## src/rtl/reset_conditioner.sv

```systemverilog
// rtl/reset_conditioner.sv - synchronise, stretch and monitor a raw reset request
// RESET_COND_GLITCH_FILTER_EN: RUN only resets on synchronised requests of MIN_PULSE+ cycles.
module reset_conditioner #(
  parameter int SYNC_STAGES = 2,
  parameter int MIN_HOLD    = 8,
  parameter int MIN_PULSE   = 2,
  parameter int CNT_W       = 32
) (
  input  logic             clk,
  input  logic             reset,
  input  logic             rst_req_in,
  output logic             rst_out,
  output logic             ready,
  output logic [CNT_W-1:0] cycle_count,
  output logic [7:0]       reset_events,
  output logic             short_req
);

  localparam int HOLD_W  = (MIN_HOLD > 1) ? $clog2(MIN_HOLD) : 1;
  localparam int PULSE_W = $clog2(MIN_PULSE + 1);
  localparam logic [HOLD_W-1:0]  HOLD_LAST = HOLD_W'(MIN_HOLD - 1);
  localparam logic [PULSE_W-1:0] PULSE_MAX = PULSE_W'(MIN_PULSE);

  typedef enum logic {ST_HOLD, ST_RUN} state_t;

  logic [SYNC_STAGES-1:0] sync_q;
  state_t                 state_q;
  logic [HOLD_W-1:0]      hold_cnt_q;
  logic [PULSE_W-1:0]     pulse_cnt_q;
  logic [PULSE_W-1:0]     pulse_cnt_d;
  logic [CNT_W-1:0]       cycle_count_q;
  logic [7:0]             reset_events_q;
  logic                   rst_out_q;
  logic                   ready_q;
  logic                   short_req_q;
  logic                   short_req_d;
  logic                   req_s;
  logic                   trigger;

  assign req_s = sync_q[SYNC_STAGES-1];

`ifdef RESET_COND_GLITCH_FILTER_EN
  assign trigger = req_s && (pulse_cnt_q >= PULSE_W'(MIN_PULSE - 1));
`else
  assign trigger = req_s;
`endif

  always_comb begin
    pulse_cnt_d = pulse_cnt_q;
    if (!req_s) begin
      pulse_cnt_d = '0;
    end else if (pulse_cnt_q != PULSE_MAX) begin
      pulse_cnt_d = pulse_cnt_q + PULSE_W'(1);
    end
  end

  // A nonzero pulse count with req_s now low marks the falling edge of a counted pulse.
  assign short_req_d = !req_s && (pulse_cnt_q != '0) && (pulse_cnt_q < PULSE_MAX);

  always_ff @(posedge clk) begin
    if (reset) begin
      sync_q         <= '1;
      state_q        <= ST_HOLD;
      hold_cnt_q     <= '0;
      pulse_cnt_q    <= '0;
      cycle_count_q  <= '0;
      reset_events_q <= '0;
      rst_out_q      <= 1'b1;
      ready_q        <= 1'b0;
      short_req_q    <= 1'b0;
    end else begin
      sync_q      <= {sync_q[SYNC_STAGES-2:0], rst_req_in};
      pulse_cnt_q <= pulse_cnt_d;
      short_req_q <= short_req_d;
      case (state_q)
        ST_HOLD: begin
          cycle_count_q <= '0;
          if (req_s) begin
            hold_cnt_q <= '0;
          end else if (hold_cnt_q == HOLD_LAST) begin
            state_q       <= ST_RUN;
            hold_cnt_q    <= '0;
            rst_out_q     <= 1'b0;
            ready_q       <= 1'b1;
            cycle_count_q <= CNT_W'(1);
          end else begin
            hold_cnt_q <= hold_cnt_q + HOLD_W'(1);
          end
        end
        ST_RUN: begin
          if (trigger) begin
            state_q       <= ST_HOLD;
            hold_cnt_q    <= '0;
            rst_out_q     <= 1'b1;
            ready_q       <= 1'b0;
            cycle_count_q <= '0;
            if (reset_events_q != 8'hFF) begin
              reset_events_q <= reset_events_q + 8'd1;
            end
          end else if (cycle_count_q != '1) begin
            cycle_count_q <= cycle_count_q + CNT_W'(1);
          end
        end
        default: state_q <= ST_HOLD;
      endcase
    end
  end

  assign rst_out      = rst_out_q;
  assign ready        = ready_q;
  assign cycle_count  = cycle_count_q;
  assign reset_events = reset_events_q;
  assign short_req    = short_req_q;

endmodule

```

## config.mk

```make
export PLATFORM = sky130hd
export DESIGN_NAME = reset_conditioner
export DESIGN_NICKNAME = d
export VERILOG_FILES = /design/src/rtl/reset_conditioner.sv
export SDC_FILE = /design/constraint.sdc
export NUM_CORES = 1
export LEC_CHECK = 0
export ABC_AREA = 1
export BUFFER_PORTS_ARGS = -buffer_cell sky130_fd_sc_hd__buf_2
export CORE_ASPECT_RATIO = 0.75
export CORE_UTILIZATION = 30
export DETAILED_ROUTE_END_ITERATION = 8
export PLACE_DENSITY = 0.55
export SLEW_MARGIN = 20
export SYNTH_ARGS = -nofsm -noshare
export SYNTH_HDL_FRONTEND = slang
export SYNTH_SLANG_ARGS = --single-unit
```

## constraint.sdc

```tcl
create_clock -name clk -period 3.72 [get_ports clk]
set_input_delay 0.744 -clock clk [delete_from_list [all_inputs] [get_ports clk]]
set_output_delay 0.744 -clock clk [all_outputs]
set_load 0.01 [all_outputs]
```

After elaboration in Yosys (flattened, before gate mapping):

Cells that the tools add are included.
W data, S select, Z words.

* bits in registers: 51
* logic and storage cells: 52

* $add $sub $neg: 4
* $lt $le $gt $ge: 1
* equal/unequal tests: 8
* multiplexer cells: 21
* bitwise operators: 2
* reduce and logical (&&, ||, !) cells: 7

Operators by type and width (number)
* $mux W32: 2
* $pmux W32 S2: 1
* $add A32 B1 Y32 const B: 1
* $ne A32 B32 Y1 const B: 1
* $mux W1: 11
* $mux W3: 3
* $add A8 B1 Y8 const B: 1
* $ne A2 B2 Y1 const B: 4
* $ne A8 B8 Y1 const B: 1
* $pmux W1 S2: 3
* $pmux W3 S2: 1
* $reduce_and A3 Y1: 2
* $add A3 B1 Y3 const B: 1
* $eq A3 B3 Y1 const B: 1
* $ne A3 B2 Y1 const B: 1
* $add A2 B1 Y2 const B: 1
* $logic_and A1 B1 Y1: 2
* $lt A2 B2 Y1 const B: 1
* $not A1 Y1: 2
* $reduce_bool A2 Y1: 1
* $reduce_or A2 Y1: 1
* $logic_not A1 Y1: 1

Logic depth before layout (Yosys ltp):

* word-level depth: 4
* depth in mapped cells: 10

Worst setup path after synthesis:

OpenSTA, ideal clock, no wires.

* kind: register to register
* start point: register cycle_count_q[1], in the netlist cycle_count[1]
* end point: register cycle_count_q[26], in the netlist cycle_count[26]
* setup time: 0.056 ns
* arrival: 1.598 ns
* required time: 3.664 ns
* slack: 2.066 ns
* cell stages (with the launch flop): 11
* clock period less this slack: 1.654 ns
* cells stage by stage: dfxtp_1 > ha_1 > nand2_2 > nor2_4 > nand2_4 > nor2_8 > nand4_4 > buf_6 > nand3_1 > nand2_1 > inv_1

* longest elaborated chain between the ends: 4
* elaborated cells between the ends (all ways): 6
* those cells by class: add/sub (1); eq/ne (2); mux (3)

Ends and longest elaborated chain
* start, declared: RTL line 31 `logic [CNT_W-1:0] cycle_count_q;`
* start signal, assigned: RTL line 101 `cycle_count_q <= cycle_count_q + CNT_W'(1);`
* $add A32 B1 Y32: RTL line 101
* $mux W32: RTL line 100 `end else if (cycle_count_q != '1) begin`
* $mux W32: RTL line 91 `if (trigger) begin`
* $pmux W32 S2: RTL line 75 `case (state_q)`

Several ways; a longest one is shown, not always the timed one. The select of a mux whose other input is x is not followed.
A chain may end at the register's enable or synchronous reset.

==> results.rst <==
.. list-table::
   :header-rows: 1

   * - Metric
     - Value
   * - Critical Path, Cell by Cell
     - buf_2, inv_1, nand2_1, inv_2, o21ai_0, a31oi_1
   * - Crit path max-delay cell type
     - sky130_fd_sc_hd__nand2_1
   * - Total nets after synthesis
     - 444
   * - Pins over their slew limit
     - 0
   * - Placed instance area
     - 0.003194 mm^2
   * - Initial antenna violation count
     - 0
   * - First-pass GRT wire length
     - 12330 um
   * - Final weighted congestion in routability-driven placement
     - 0.8659
   * - Result of the run
     - finished clean
   * - Final #Nets
     - 489
   * - Site row count
     - 30
   * - Clock H-tree levels
     - 2
   * - Post-route antenna net violation count
     - 0
   * - Synthesized area divided by synthesized cell count
     - 6.558 um^2
   * - Worst-Margin Slew
     - 0.8045 ns
   * - Routed via count divided by cell count
     - 4.612
   * - Count of flip-flops with a built-in enable after synthesis
     - 0
   * - DP Wirelength
     - 5682 um
   * - Met1 Resource Use GR
     - 0.2210
   * - Highest-utilization routing layer at the global route stage
     - met2
   * - Worst supply voltage drop on vdd
     - 0.1876 mV
   * - Core Area
     - 0.009121 mm^2
   * - Signal arrival time at the worst endpoint
     - 2.45 ns
   * - Routed WL per cell
     - 12.07 um
   * - Capture point of the critical path
     - cycle_count[2]
   * - GR Layer Usage met3
     - 0.03357
   * - CP startpoint kind
     - primary input
   * - Hold crit path type
     - register to register
   * - Maximum fanout encountered on the critical timing path
     - 21
   * - Drt drc
     - 0
   * - Setup clock skew after layout
     - 0.008378 ns
   * - Maximum frequency from static timing analysis
     - 448.7 MHz
   * - CP max stage delay
     - 0.55 ns
   * - Library cell with the highest instance count after synthesis
     - sky130_fd_sc_hd__nand2_1
   * - Max-cap viol count
     - 0
   * - # Post-CTS Setup Buffers
     - 0
   * - Final global-route overflow total
     - 0
   * - Library cell used as clock root buffer
     - sky130_fd_sc_hd__clkbuf_16
   * - Diodes inserted
     - 0
   * - Via count of the routed design
     - 2809
   * - Worst endpoint required time
     - 3.94 ns
   * - Count of synthesis-stage warnings from yosys
     - 0
   * - Total wire length after detailed routing
     - 7352 um
   * - Global-route track usage on met2
     - 0.2413
   * - Share of the synthesized area in the top cell type
     - 0.3579
   * - Clock insertion delay at the later pin of the skew report
     - 0.30 ns
   * - Area used by multi-input combinational logic
     - 0.001582 mm^2
   * - Commonest cells in the netlist
     - sky130_fd_sc_hd__nand2_1 (109), sky130_fd_sc_hd__nor2_1 (84), sky130_fd_sc_hd__inv_1 (52)
   * - Aggregate global-route resource usage
     - 0.1583
   * - Reported leakage power
     - 0.001463 uW
   * - Vias in the first global route
     - 2568
   * - Number of unique standard cell types used by synthesis
     - 32
   * - Effective utilization at floorplan
     - 0.3128
   * - Synth Register Bits
     - 51
   * - Maximum number of pins on one net before global-route repair
     - 27
   * - Area delta synth->final
     - 17.46%
   * - First-pass iteration count of the detailed router
     - 4
   * - Register area share after synthesis
     - 0.3579
   * - Setup slack, reg-to-reg
     - 1.64 ns
   * - Unrepaired setup endpoints after global routing
     - no
   * - Share of cells above drive strength 1
     - 0.1559
   * - Area of all placed cells without fillers
     - 0.003351 mm^2
   * - Top-level I/O count
     - 46
   * - Total of fill cells in the finished design
     - 998
   * - Post-CTS Hold Fix Bufs
     - 0
   * - Clock buffers created by TritonCTS
     - 5
   * - FF-to-FF Start
     - cycle_count[0]
   * - Flip-flop cell with the highest count after synthesis
     - sky130_fd_sc_hd__dfxtp_1
   * - Reg clk slew, reported paths
     - 0.08 ns
   * - Synth top area cells
     - sky130_fd_sc_hd__dfxtp_1 (36%), sky130_fd_sc_hd__nand2_1 (14%), sky130_fd_sc_hd__nor2_1 (11%)
   * - Post-route fraction of the period consumed by the critical path
     - 0.5992
   * - DIE AREA
     - 0.009907 mm^2
   * - CTS tree
     - done
   * - Fraction of registers with async set or reset after synthesis
     - 0
   * - Fin util
     - 0.3674
   * - Total Negative Setup Slacks
     - 0 ns
   * - Number of hold violations in the final report
     - 0
   * - Post_cts resized
     - 0
   * - Clock Tree Buf Depth
     - 2
   * - Max_slew headroom
     - 0.4624
   * - Starting DRC count in detailed routing
     - 192
   * - Count of clock tree sinks
     - 51
   * - Die Span Y
     - 86.45 um
   * - Min Tclk post-route
     - 2.229 ns
   * - Library cell with the largest summed area after synthesis
     - sky130_fd_sc_hd__dfxtp_1
   * - Synthesized netlist cell count
     - 435
   * - Worst Reg-to-Reg Cells
     - 9
   * - Power density normalized to cell area
     - 325.6 mW/mm^2
   * - Endpoint of the worst-slack reg-to-reg timing path
     - cycle_count[17]
   * - Register area
     - 0.001021 mm^2
   * - Cell area after synthesis
     - 0.002853 mm^2
   * - Die boundary width
     - 114.6 um
   * - IO Port Bufs
     - 45
   * - WS Path Type
     - primary input to register
   * - Nature of the critical path endpoint
     - register
   * - Endpoints failing setup
     - 0
   * - Startpoint of the most critical setup path
     - reset
-- registers in the layout (all words and copies together) (netlist names) --
name,count
pulse_cnt_q,2
rst_out,1
state_q,1
hold_cnt_q,3
short_req,1
cycle_count,32
sync_q,2
ready,1
reset_events,8
-- final cells by class --
| type | count | share of cell area |
|---|---|---|
| Inverter | 55 | 0.06161 |
| Clock inverter | 3 | 0.009335 |
| Sequential cell | 51 | 0.3047 |
| Timing Repair Buffer | 45 | 0.06721 |
| Clock buffer | 5 | 0.03734 |
| Tap cell | 128 | 0.04780 |
| Multi-Input combinational cell | 322 | 0.4720 |
-- stage by stage --
step | total power, uW | setup slack [ns] | hold WS, ns | std cells
floorplan | 600.6 | 2.066 | 0.3895 | 435
global placement | 606.5 | 1.289 | 0.3951 | 601
detailed placement | 608.0 | 1.214 | 0.4037 | 601
CTS | 1107 | 1.523 | 0.4236 | 609
global route | 1131 | 1.312 | 0.4318 | 609
finish | 1091 | 1.491 | 0.4176 | 609
-- worst min path at each step --
stage	depth (start not counted)	start	slack, ns	to
after floorplan	1	sync_q[0]	0.39	sync_q[1]
after global placement	1	sync_q[0]	0.40	sync_q[1]
after detailed placement	1	sync_q[0]	0.40	sync_q[1]
after CTS	1	sync_q[0]	0.42	sync_q[1]
after global routing	1	sync_q[0]	0.43	sync_q[1]
final	1	sync_q[0]	0.42	sync_q[1]
-- per-layer routing --
layer  vias to the layer above  share of wire  wire length, um
met1                      1265           0.51             3740
li1                       1485              -                -
met4                         0         0.0087               64
met3                         6          0.055              401
met5                         -              0                0
met2                        53           0.43             3145
-- logic make-up after synthesis --
kind of cell / Yosys count / share of synthesized area
AND/OR/NAND/NOR: 264 / 0.4193
buffers and inverters: 62 / 0.08772
flip-flops: 51 / 0.3579
AO/OA/AOI/OAI: 46 / 0.09035
XOR/XNOR: 6 / 0.01842
adder cells (fa/ha/maj): 6 / 0.02632
-- worst max-delay path: cells and delay by family --
kind	cells	cell delay, ns
and+or+nand+nor	1	0.55
buffers and inverters	3	0.86
AOI/OAI and AO/OA	2	0.28
-- power breakdown --
group | leakage, uW | internal [uW] | total [uW] | switching [uW]
clock network | 0.0000782 | 262 | 496 | 234
logic | 0.000973 | 15.6 | 35.1 | 19.5
registers | 0.000412 | 554 | 560 | 5.86
total | 0.00146 | 831 | 1090 | 260
-- layout by cell type (no fill, tap or decap) --
cell                        Yosys  routed
sky130_fd_sc_hd__nand2_1      109     109
sky130_fd_sc_hd__nor2_1        84      84
sky130_fd_sc_hd__inv_1         52      52
sky130_fd_sc_hd__dfxtp_1       51      51
sky130_fd_sc_hd__buf_2          2      45
sky130_fd_sc_hd__nand3_1       30      30
sky130_fd_sc_hd__a21oi_1       26      26
sky130_fd_sc_hd__o21ai_0       11      11
sky130_fd_sc_hd__nand4_1        9       9
sky130_fd_sc_hd__ha_1           6       6
sky130_fd_sc_hd__nor3_1         5       5
sky130_fd_sc_hd__clkbuf_16      0       5
sky130_fd_sc_hd__nor2_2         4       4
sky130_fd_sc_hd__nor2_4         4       4
sky130_fd_sc_hd__or2_2          4       4
sky130_fd_sc_hd__nand3b_1       4       4
sky130_fd_sc_hd__xor2_1         3       3
sky130_fd_sc_hd__inv_2          3       3
sky130_fd_sc_hd__a32o_1         3       3
sky130_fd_sc_hd__xnor2_1        3       3
sky130_fd_sc_hd__nor2b_1        3       3
sky130_fd_sc_hd__nand2_4        2       2
sky130_fd_sc_hd__a31oi_1        2       2
sky130_fd_sc_hd__nand3_2        2       2
sky130_fd_sc_hd__o21a_1         2       2
sky130_fd_sc_hd__inv_8          0       2
sky130_fd_sc_hd__nand2_2        1       1
sky130_fd_sc_hd__nor2_8         1       1
sky130_fd_sc_hd__nand4_4        1       1
sky130_fd_sc_hd__o21bai_1       1       1
sky130_fd_sc_hd__a211oi_1       1       1
sky130_fd_sc_hd__nor4_1         1       1
sky130_fd_sc_hd__inv_6          0       1
(Power assumes the default switching activity.)
